`src/rtl/multi_frame_buf_pkg.sv`:
```
// frame_buf_pkg: request polarity, FSM encodings and bank-ring helper shared by multi_frame_buf.
`define ASSERT 1'b0
`define DEASSERT 1'b1
package frame_buf_pkg;
    typedef enum logic {W_IDLE, W_FILL} w_state_t;
    typedef enum logic {R_IDLE, R_READ} r_state_t;
    function automatic int bank_inc(input int bank, input int num_bufs);
        return (bank == num_bufs - 1) ? 0 : bank + 1;
    endfunction
endpackage

```
`src/rtl/multi_frame_buf_data_mem.sv`:
```
// data_mem: word store with synchronous write and asynchronous read.
module data_mem #(
    parameter int DATA_WIDTH = 24,
    parameter int ADDR_WIDTH = 4
) (
    input  logic                  clk,
    input  logic                  wr_en,
    input  logic [ADDR_WIDTH-1:0] wr_addr,
    input  logic [DATA_WIDTH-1:0] wr_data,
    input  logic [ADDR_WIDTH-1:0] rd_addr,
    output logic [DATA_WIDTH-1:0] rd_data
);
    logic [DATA_WIDTH-1:0] mem [0:(1<<ADDR_WIDTH)-1];
    always_ff @(posedge clk)
        if (wr_en) mem[wr_addr] <= wr_data;
    assign rd_data = mem[rd_addr];
endmodule

```
`src/rtl/multi_frame_buf.sv`:
```
// multi_frame_buf: NUM_BUFS-bank frame ring; writer fills free banks, reader drains full banks oldest-first.
// Define FRAME_BUF_OVERWRITE_EN to let a blocked writer recycle the oldest full bank while the reader is idle.
module multi_frame_buf
    import frame_buf_pkg::*;
#(
    parameter int DATA_WIDTH = 24,
    parameter int ADDR_WIDTH = 3,
    parameter int MEM_DEPTH = 1 << ADDR_WIDTH,
    parameter int NUM_BUFS = 2,
    localparam int BUF_W = (NUM_BUFS > 1) ? $clog2(NUM_BUFS) : 1
) (
    input  logic                  clk,
    input  logic                  reset,
    input  logic                  wr_en_in,
    input  logic [DATA_WIDTH-1:0] data_in,
    output logic                  wr_rdy,
    output logic                  wr_frame_done,
    output logic                  wr_drop,
    input  logic                  rd_en_in,
    output logic                  rd_rdy,
    output logic [DATA_WIDTH-1:0] data_out,
    output logic                  rd_valid,
    output logic                  rd_frame_done,
    output logic [BUF_W:0]        bufs_full
);
    localparam logic [ADDR_WIDTH-1:0] LAST = ADDR_WIDTH'(MEM_DEPTH - 1);
    localparam logic [BUF_W:0] FULL = (BUF_W + 1)'(NUM_BUFS);
    w_state_t w_state, w_state_nx;
    r_state_t r_state, r_state_nx;
    logic [BUF_W-1:0] wr_bank, rd_bank;
    logic [ADDR_WIDTH-1:0] wr_addr, rd_addr;
    logic [DATA_WIDTH-1:0] mem_q;
    logic wr_acc, rd_acc, wr_last, rd_last, recycle;

`ifdef FRAME_BUF_OVERWRITE_EN
    // a read request claims the oldest bank first, so recycling yields to it
    assign recycle = bufs_full == FULL && w_state == W_IDLE && r_state == R_IDLE && rd_en_in != `ASSERT;
`else
    assign recycle = 1'b0;
`endif
    assign wr_rdy = bufs_full < FULL || w_state == W_FILL || recycle;
    assign rd_rdy = bufs_full != '0 || r_state == R_READ;
    assign wr_acc = wr_en_in == `ASSERT && wr_rdy;
    assign rd_acc = rd_en_in == `ASSERT && rd_rdy;
    assign wr_last = wr_addr == LAST;
    assign rd_last = rd_addr == LAST;
    assign wr_frame_done = wr_acc && wr_last;
    assign wr_drop = wr_en_in == `ASSERT && !wr_rdy;

    always_comb begin
        w_state_nx = w_state;
        r_state_nx = r_state;
        if (wr_acc) w_state_nx = wr_last ? W_IDLE : W_FILL;
        if (rd_acc) r_state_nx = rd_last ? R_IDLE : R_READ;
    end

    always_ff @(posedge clk or negedge reset) begin
        if (reset == `ASSERT) begin
            w_state <= W_IDLE;
            r_state <= R_IDLE;
            wr_bank <= '0;
            rd_bank <= '0;
            wr_addr <= '0;
            rd_addr <= '0;
            bufs_full <= '0;
            data_out <= '0;
            rd_valid <= 1'b0;
            rd_frame_done <= 1'b0;
        end else begin
            w_state <= w_state_nx;
            r_state <= r_state_nx;
            rd_valid <= rd_acc;
            rd_frame_done <= rd_acc && rd_last;
            bufs_full <= bufs_full + (BUF_W + 1)'(wr_frame_done)
                         - (BUF_W + 1)'((rd_acc && rd_last) || (recycle && wr_acc));
            if (wr_acc) begin
                wr_addr <= wr_last ? '0 : wr_addr + ADDR_WIDTH'(1);
                if (wr_last) wr_bank <= BUF_W'(bank_inc(int'(wr_bank), NUM_BUFS));
            end
            if (rd_acc) begin
                data_out <= mem_q;
                rd_addr <= rd_last ? '0 : rd_addr + ADDR_WIDTH'(1);
                if (rd_last) rd_bank <= BUF_W'(bank_inc(int'(rd_bank), NUM_BUFS));
            end else if (recycle && wr_acc) begin
                rd_bank <= BUF_W'(bank_inc(int'(rd_bank), NUM_BUFS));
            end
        end
    end

    data_mem #(.DATA_WIDTH(DATA_WIDTH), .ADDR_WIDTH(ADDR_WIDTH + BUF_W)) u_mem (
        .clk     (clk),
        .wr_en   (wr_acc),
        .wr_addr ({wr_bank, wr_addr}),
        .wr_data (data_in),
        .rd_addr ({rd_bank, rd_addr}),
        .rd_data (mem_q)
    );
endmodule
```
`config.mk`:
```
export PLATFORM = sky130hd
export DESIGN_NAME = multi_frame_buf
export DESIGN_NICKNAME = d
export VERILOG_FILES = /design/src/rtl/multi_frame_buf_pkg.sv /design/src/rtl/multi_frame_buf_data_mem.sv /design/src/rtl/multi_frame_buf.sv
export SDC_FILE = /design/constraint.sdc
export NUM_CORES = 1
export LEC_CHECK = 0
export CORE_MARGIN = 2
export CORE_UTILIZATION = 25
export CTS_BUF_LIST = sky130_fd_sc_hd__clkbuf_16
export CTS_CLUSTER_DIAMETER = 120
export DETAILED_ROUTE_END_ITERATION = 12
export GPL_TIMING_DRIVEN = 1
export PLACE_DENSITY_LB_ADDON = 0.3
export SKIP_LAST_GASP = 1
export SYNTH_ARGS = -nofsm -noshare
export SYNTH_HDL_FRONTEND = slang
export SYNTH_SLANG_ARGS = --single-unit
export TNS_END_PERCENT = 50
```
`constraint.sdc`:
```
create_clock -name clk -period 2.82 [get_ports clk]
set_input_delay 0.564 -clock clk [delete_from_list [all_inputs] [get_ports clk]]
set_output_delay 0.564 -clock clk [all_outputs]
set_load 0.02 [all_outputs]
```
# Word-level counts from Yosys, hierarchy flattened
# Memories as Yosys holds them, arrays and structs flattened. A register that Yosys moved wholly into a read port is not among the register bits.
# Cells that the tools add are included.
# totals
regBits	14
ramBits	384
inputBits	28
out_inout_bits	32
word_cells	41
mem_count	1
# classes
n_addsub	6
magnitude_cmp	1
n_eq_ne	2
muxes	8
bitwise	2
n_reduce_logical	12
# mem_list
name	words	word_bits	read_ports	rd_clocked_by_memory_dff	wr	line_no	source
u_mem.mem	16	24	1	1	1	multi_frame_buf_data_mem.sv:13	logic [DATA_WIDTH-1:0] mem [0:(1<<ADDR_WIDTH)-1];
# ops
op	n
3-bit by 1-bit adder with 3-bit output (second input constant)	2
3-bit == test (second input constant)	2
1-bit two-way mux	6
3-bit two-way mux	2
1-bit logical AND	5
2-bit AND reduction	2
1-bit adder (second input constant)	2
2-bit by 1-bit adder with 2-bit output	1
1-bit zero test	2
1-bit logical OR	2
2-bit < comparator (second input constant)	1
1-bit NOT	2
2-bit nonzero test	1
2-bit by 1-bit subtractor with 2-bit output	1

# Depth between registers and ports, before layout
# logic_depth
depth_word	6
depth_mapped	8

# By module
# A second synthesis with hierarchy kept.
# unflattened
cells_unflattened	712
hier_area_um2	16061.7
# by_module_without_submodules
module	n_inst	cells_each	area_each_um2
data_mem	1	612	14450.1
multi_frame_buf	1	100	1611.5

# Worst setup path after synthesis
# Ideal clock, no wire load.
# synth_timing
path_kind	reg-to-reg
startpoint	register bufs_full[1]
endpoint	memory u_mem.mem[0][0], enable pin
arrival_time_ps	2882
path_slack_ps	-497
path_stages_with_launch	5
path_buffers	1
synth_period_minus_slack_ps	3317
path_cell_list	dfrtp_1 -> nand2b_1 -> clkbuf_1 -> nand3_1 -> nor3_1
# synth_via
elab_chain_len	5
# synth_rtl
item	line_no	source
start: declaration	multi_frame_buf.sv:24	output logic [BUF_W:0] bufs_full
start signal: assignment	multi_frame_buf.sv:74	bufs_full <= bufs_full + (BUF_W + 1)'(wr_frame_done)
2-bit < comparator	multi_frame_buf.sv:41	assign wr_rdy = bufs_full < FULL || w_state == W_FILL || recycle;
1-bit logical OR	multi_frame_buf.sv:41	
named net wr_rdy	multi_frame_buf.sv:16	output logic wr_rdy,
1-bit logical AND	multi_frame_buf.sv:43	assign wr_acc = wr_en_in == `ASSERT && wr_rdy;
1-bit two-way mux	multi_frame_buf_data_mem.sv:15	if (wr_en) mem[wr_addr] <= wr_data;
1-bit two-way mux (not written as such)	multi_frame_buf_data_mem.sv:15	
end: declaration	multi_frame_buf_data_mem.sv:13	
# The timed path passes the listed nets, and every way through them passes these cells.

# Final worst setup path
# layout_timing
startpoint	register bufs_full[1]
endpoint	output port rd_rdy
# layout_via
elab_chain_len	2
# layout_rtl
item	line_no	source
2-bit nonzero test	multi_frame_buf.sv:42	assign rd_rdy = bufs_full != '0 || r_state == R_READ;
1-bit logical OR	multi_frame_buf.sv:42	
end: declaration	multi_frame_buf.sv:20	output logic rd_rdy,
# No other way between the ends.

==> results by group <==
Place
  • Routability cong.: 0.707
  • DP HPWL: approximately 25,000 um
  • IO Port Bufs: 59
  • Placed Cells: 1,654

Timing
  • Worst-margin pin slew: 0.984 ns
  • WHS: 0.534 ns
  • Fin. Hold Viols: 0
  • Fin crit share: around 99%
  • Rel. slew slack: 34.4%
  • Final setup viols: 0
  • Clock skew: 0.0186 ns
  • Period minus WS final: 2.79 ns
  • RSZ-0062 raised after global routing: yes
  • Fmax: 0.359 GHz
  • Final slew viol count: 0

Setup path
  • CP required: 2.26 ns
  • Crit path max-delay family: buffers and inverters
  • Worst-path fanout max: 11
  • Setup crit end kind: output port
  • CP startpoint kind: register
  • Critical path buffer and inverter count: 2
  • Classification of the worst setup path: register to output port
  • Max stage delay on crit path: ~0.59 ns
  • Worst Path Arrival: 2.22 ns
  • Critical Path, Cell by Cell: nor3_4, inv_4, clkdlybuf4s50_1
  • Slowest-stage cell, CP: clkdlybuf4s50_1

Logic synthesis
  • Synth unique cells: 34
  • Seq cells post-synth: 422
  • Synth area leader: edfxtp_1
  • FFs w/ async S/R, synth: 9.00%
  • Yosys warns: 0
  • Top-count cell post-synth: edfxtp_1
  • Mean area per synthesized cell: about 22 um^2
  • Post-synthesis cell count: 725
  • Syn_nets: roughly 760
  • Dominant synthesized flop cell: edfxtp_1
  • Top cell type's share of synthesized area: 71.1%
  • EDFF count, synth: 384
  • Synthesized cell area: 16,200 um^2
  • Commonest cells post-synth: edfxtp_1, mux4_2, dfrtp_1
  • Post-synthesis sequential area ratio: 77.0%
  • Top post-synthesis cells by area: edfxtp_1, mux4_2, dfrtp_1, a221oi_2, mux2i_1

Layout
  • Nets: 883
  • Multi-input logic area: 3550 um^2
  • Fillers: 6,157
  • Register area: 12,500 um^2
  • Area Growth Syn to Fin: 21.3%
  • Post-route insts no fill: 1,736
  • Proportion of layout cells with a drive suffix above 1: 29.5%

Global routing
  • Largest net degree at the start of global routing: 45
  • First-pass GRT wire length: 57,400 um
  • Via count of the first global-routing pass: 8,089
  • Initial antenna violation count: 1
  • GRT overflow: 0
  • Total Routing Usage GR: 11.9%

Power and ir drop
  • P_leak: 6.30 nW
  • Worst vdd ir: 402 uV
  • Pwr dens: around 1000 nW/um^2

CTS
  • Root Buffer: clkbuf_16
  • Clk sinks: 422
  • CTS buffer count: 44
  • Worst skew pair latency: between 0.5 and 0.6 ns
  • CTS tree: built
  • H-tree depth: 2
  • Clock transition at the registers of the reported paths: 0.06 ns
  • Number of buffers added for setup after CTS: 0
  • Clock buffer depth: 3

Floorplanning
  • Top Ports: 60
  • DIE HEIGHT: roughly 260 um
  • Starting density of the core: approximately a quarter
  • Cell row count: between 90 and 100
  • Core area: 64,300 um^2
  • Die Area: approximately 67,000 um^2
  • Die Width: 259 um

Run status
  • Run status: completed

Drt
  • Total number of vias: 7,715
  • WL met3: about 2200 um
  • Drt initial violations: 426
  • DR WL/cell: 22.7 um
  • Antenna violation net count after detailed routing: 0
  • Metal2 WL: 18,900 um
  • Total wire length: a little under 40,000 um
  • Vias/cell: ~4.4
  • DR top layer: met5
  • DRC viols: 0
  • Pre-antenna DRT Iters: 4
  • Met1 WL: 17,500 um

Job
  • Max_cap viols: 0

Worst hold path
  • Worst hold path class: input port to asynchronous set/reset pin
timing repair:
item / 4_1_cts / 5_1_grt
endpoints found under the setup margin: 2 / 2
hold endpoints to repair: 8 / 0
hold buffers: 1 / 0
resized for setup: 1 / 3
kinds of logic after synthesis:
| kind of cell | share of synthesized area (%) |
|---|---|
| muxes | 15.1 |
| DFF | 77.0 |
| and+or+nand+nor | 1.13 |
| AOI/OAI and AO/OA | 3.96 |
| adders and majority gates | 0.694 |
| buffers and inverters | 1.97 |
| xor gates and xnor gates | 0.216 |
metrics by stage:
step	cell area (um^2)	TNS [ns]	util (%)	setup WS [ns]	total power [mW]
after CTS	19700	-0.0679	30.6	-0.0679	19.7
after global routing	19700	-0.0232	30.6	-0.0232	20.3
after global placement	18300	0	28.5	0.211	14.2
final	19700	0	30.6	0.0344	19.4
after detailed placement	18300	0	28.5	0.236	14.3
after floorplan	16200	-23.81	-	-0.496	11.9
cell type report:
| class | instances | area share [%] |
|---|---|---|
| timing repair buffer | 117 | 6.10 |
| clock buffer | 45 | 5.72 |
| inverter | 9 | 0.184 |
| clock inverter | 35 | 1.02 |
| sequential | 422 | 63.5 |
| multi-input combinational | 252 | 18.1 |
| antenna | 1 | 0.0127 |
| tap | 855 | 5.44 |
registers in the layout (all words and copies together) (netlist names):
register       cells
rd_addr            3
rd_valid           1
data_out          24
u_mem.mem        384
bufs_full          2
rd_frame_done      1
w_state            1
wr_bank            1
wr_addr            3
r_state            1
rd_bank            1
metal layers:
layer  vias up  GRT usage (%)
li1       3310              -
met1      4164           16.1
met2       182           19.2
met3        57           2.78
met4         2           3.11
met5         -              0
layout by cell type (no fill, tap or decap), types with 3 or more instances in the layout:
cell | Yosys | final
o22ai_1 | 24 | 24
mux2i_1 | 25 | 25
nand3_1 | 6 | 6
a221oi_2 | 20 | 20
ha_1 | 9 | 9
a221oi_1 | 4 | 4
clkdlybuf4s50_1 | 0 | 57
buf_12 | 1 | 14
nor3_4 | 1 | 3
edfxtp_1 | 384 | 384
nor2_1 | 16 | 3
nand2b_1 | 4 | 3
o21ai_0 | 3 | 3
mux4_2 | 96 | 96
clkbuf_16 | 0 | 45
nor2_4 | 0 | 13
buf_4 | 5 | 43
dfrtp_1 | 38 | 35
clkinv_1 | 1 | 13
a21oi_1 | 25 | 25
inv_1 | 7 | 17
mux2_2 | 3 | 3
clkinv_2 | 0 | 10
report_power, final:
part	internal, mW	switching (mW)
logic	2.64	3.24
registers	7.67	0.455
clock network	3.06	2.33
total	13.4	6.02
worst paths after layout:
check | startpoint | endpoint | slack [ns] | cells past startpoint
setup / recovery | bufs_full[1]$_DFF_PN0_ | rd_rdy | 0.03 | 3
hold / removal | reset | data_out[3]$_DFFE_PN0P_ | 0.53 | 2
setup reg to reg | rd_addr[1]$_DFFE_PN0P_ | data_out[8]$_DFFE_PN0P_ | 0.58 | 5
hold reg to reg | w_state$_DFFE_PN0P_ | w_state$_DFFE_PN0P_ | 0.55 | 2
max in group asynchronous | reset | data_out[7]$_DFFE_PN0P_ | 1.73 | 3
min in group clk | w_state$_DFFE_PN0P_ | w_state$_DFFE_PN0P_ | 0.55 | 2
No activity file was read; power rests on OpenSTA's default activity.
==> RTL change (same settings) <==
Add a define of `FRAME_BUF_OVERWRITE_EN`.
--- a/src/rtl/multi_frame_buf.sv
+++ b/src/rtl/multi_frame_buf.sv
@@ -1,4 +1,6 @@
 // multi_frame_buf: NUM_BUFS-bank frame ring; writer fills free banks, reader drains full banks oldest-first.
 // Define FRAME_BUF_OVERWRITE_EN to let a blocked writer recycle the oldest full bank while the reader is idle.
+`define FRAME_BUF_OVERWRITE_EN
+
 module multi_frame_buf
     import frame_buf_pkg::*;
Behaviour: same outputs for any inputs over 10 cycles, from zero or initial values and one cycle with reset low; that may be too few to reach the edited logic, so the function may still have changed.
==> RTL change against the original RTL <==
  * Combinational power about the same
  * Power decreased by 1.2%
  * Cell count is 0.58% lower
  * Via count shrank 2.2%
  * Sequential power shrank 2%
  * Cell area increased by 0.77%
  * Setup slack improved by 0.022 ns
  * Routed wire length fell by 6.8%
  * Largest power group unchanged
  * Critical endpoint is now wr_frame_done
  * Clock skew down 0.0083 ns
  * Core utilization up 0.18 points
  * Sequential cell count is the same
  * Area after synthesis grew 0.61%
  * Largest cell class unchanged
==> RTL change: results <==
export IMPL_ys_warn_count=0
export IMPL_grt_pass1_wl_mm=54.0
export IMPL_dp_slack_ns=-0.248
export IMPL_async_flop_share=0.0900
export IMPL_portBuffers=59
export IMPL_synth_area_leaders="edfxtp_1 (71%), mux4_2 (13%), dfrtp_1 (5.8%)"
export IMPL_cpPeakStageDelay_ns=0.39
export IMPL_synth_nets=761
export IMPL_wl_per_cell_um=21.2
export IMPL_insertion_delay_ns=0.54
export IMPL_synth_cell_type_count=38
export IMPL_nets=874
export IMPL_drt_pass1_iter_count=4
export IMPL_viasPerCell=4.37
export IMPL_critPathArrivalTime_ns=2.20
export IMPL_r2r_start="bufs_full[0]$_DFF_PN0_"
export IMPL_ff2ff_setup_slack_ns=0.59
export IMPL_hold_class="in -> async"
export IMPL_r2r_end="bufs_full[1]$_DFF_PN0_"
export IMPL_synth_edf_count=384
export IMPL_fillers=6246
export IMPL_dp_hpwl_mm=23.7
export IMPL_cp_max_fo=4
export IMPL_dr_first_iter_drc_count=461
export IMPL_reg2regPathDepth=10
export IMPL_ys_top_cells_by_count="edfxtp_1 (384), mux4_2 (96), dfrtp_1 (38)"
export IMPL_yosysSeqAreaShare=0.765
export IMPL_antenna_found_initial=2
export IMPL_p_leak_nw=6.40
export IMPL_outcome="finished, final reports clean"
export IMPL_gp_congestion=0.701
export IMPL_grt_start_max_net_pins=89
export IMPL_drc=0
export IMPL_critPathSlowestCell="dfrtp_1"
export IMPL_peakVddDrop_uv=524
export IMPL_htree_levels=2
export IMPL_tightest_slew_ns=0.948
export IMPL_post_cts_buffers=0
export IMPL_drive_above_1_share=0.297
export IMPL_cts_buffers=42
export IMPL_grt_total_usage=0.109
export IMPL_clk_pin_slew_worst_paths_ns=0.06
export IMPL_reg_top3="u_mem.mem: 384 flops, data_out: 24 flops"
export IMPL_first_global_vias=7954
export IMPL_skew_ns=0.0103
export IMPL_antenna_cells=0
export IMPL_fin_tns_setup_ns=0
export IMPL_root_buffer="clkbuf_16"
export IMPL_clk_path_buf_depth=3
RTL change: cell count changes in the layout (fill, tap and decap cells not counted), sizes merged, moves of 3 or more:
cell	unedited run	this run
nor3	5	1
and3	3	18
nor2	16	4
o21ai	3	0
nand2b	4	1
nand3	6	0
buf	58	51
RTL change: worst max-delay path by stage:
stage,start,end,slack (ns),depth (start not counted)
floorplan,rd_en_in,u_mem.mem[11][0]$_DFFE_PP_,0.67,4
global placement,rd_en_in,wr_frame_done,-0.26,5
detailed placement,rd_en_in,wr_frame_done,-0.25,5
CTS,rd_en_in,wr_drop,-0.06,6
global route,wr_addr[1]$_DFFE_PN0P_,wr_frame_done,-0.06,6
finish,wr_addr[1]$_DFFE_PN0P_,wr_frame_done,0.06,6
RTL change: kinds of logic (layout without fill, tap and decap cells):
group,after synthesis,count (layout),share of synthesized area
compound gates,77,77,0.0403
xor+xnor,4,4,0.00215
fa+ha+maj,9,9,0.00690
buf+inv,50,197,0.0193
flops,422,422,0.765
mux,126,126,0.151
simple gates,36,36,0.0152
RTL change: layer usage:
metal  part of all wire  GRT usage  vias up
li1                   -          -     3298
met1               0.47      0.154     4006
met2               0.47      0.170      174
met3              0.043     0.0195       62
met4              0.022     0.0318        2
met5            0.00035          0        -
RTL change: layout make-up:
type	count	area [um^2]	area share
well taps	855	1070	0.0539
clock inverters	32	159	0.00801
inverters	9	33.8	0.00170
flip-flops and latches	422	12500	0.630
clock buffers	46	1150	0.0580
repair buffers	110	1400	0.0704
multi-input cells	252	3530	0.178
RTL change: critical path, delay by kind of cell (launching register included):
family                     cells  cell delay, ns
buffers and inverters          3            0.45
AOI/OAI and AO/OA              1            0.31
adders and majority gates      2            0.51
DFF                            1            0.39
RTL change: where the power goes:
group | internal [mW] | total (mW) | leakage, nW | switching (mW)
logic | 2.75 | 5.90 | 1.82 | 3.16
clock network | 3.01 | 5.27 | 0.691 | 2.26
registers | 7.61 | 7.98 | 3.89 | 0.366
total | 13.4 | 19.2 | 6.40 | 5.78
RTL change: what timing repair did:
item	in CTS	in global routing
pin swaps	0	0
gates resized for setup	3	1
hold buffers	1	0
endpoints found under the setup margin	3	2
endpoints found under the hold margin	11	0
RTL change: per-stage QoR:
step	std cells	hold WS, ns	cell area [um^2]	power [mW]
2_1_floorplan	724	0.268	16300	12.0
4_1_cts	1726	0.465	19800	19.5
3_5_place_dp	1647	0.499	18500	14.2
3_3_place_gp	1647	0.485	18500	14.1
6_report	1726	0.483	19800	19.2
5_1_grt	1726	0.485	19800	20.0
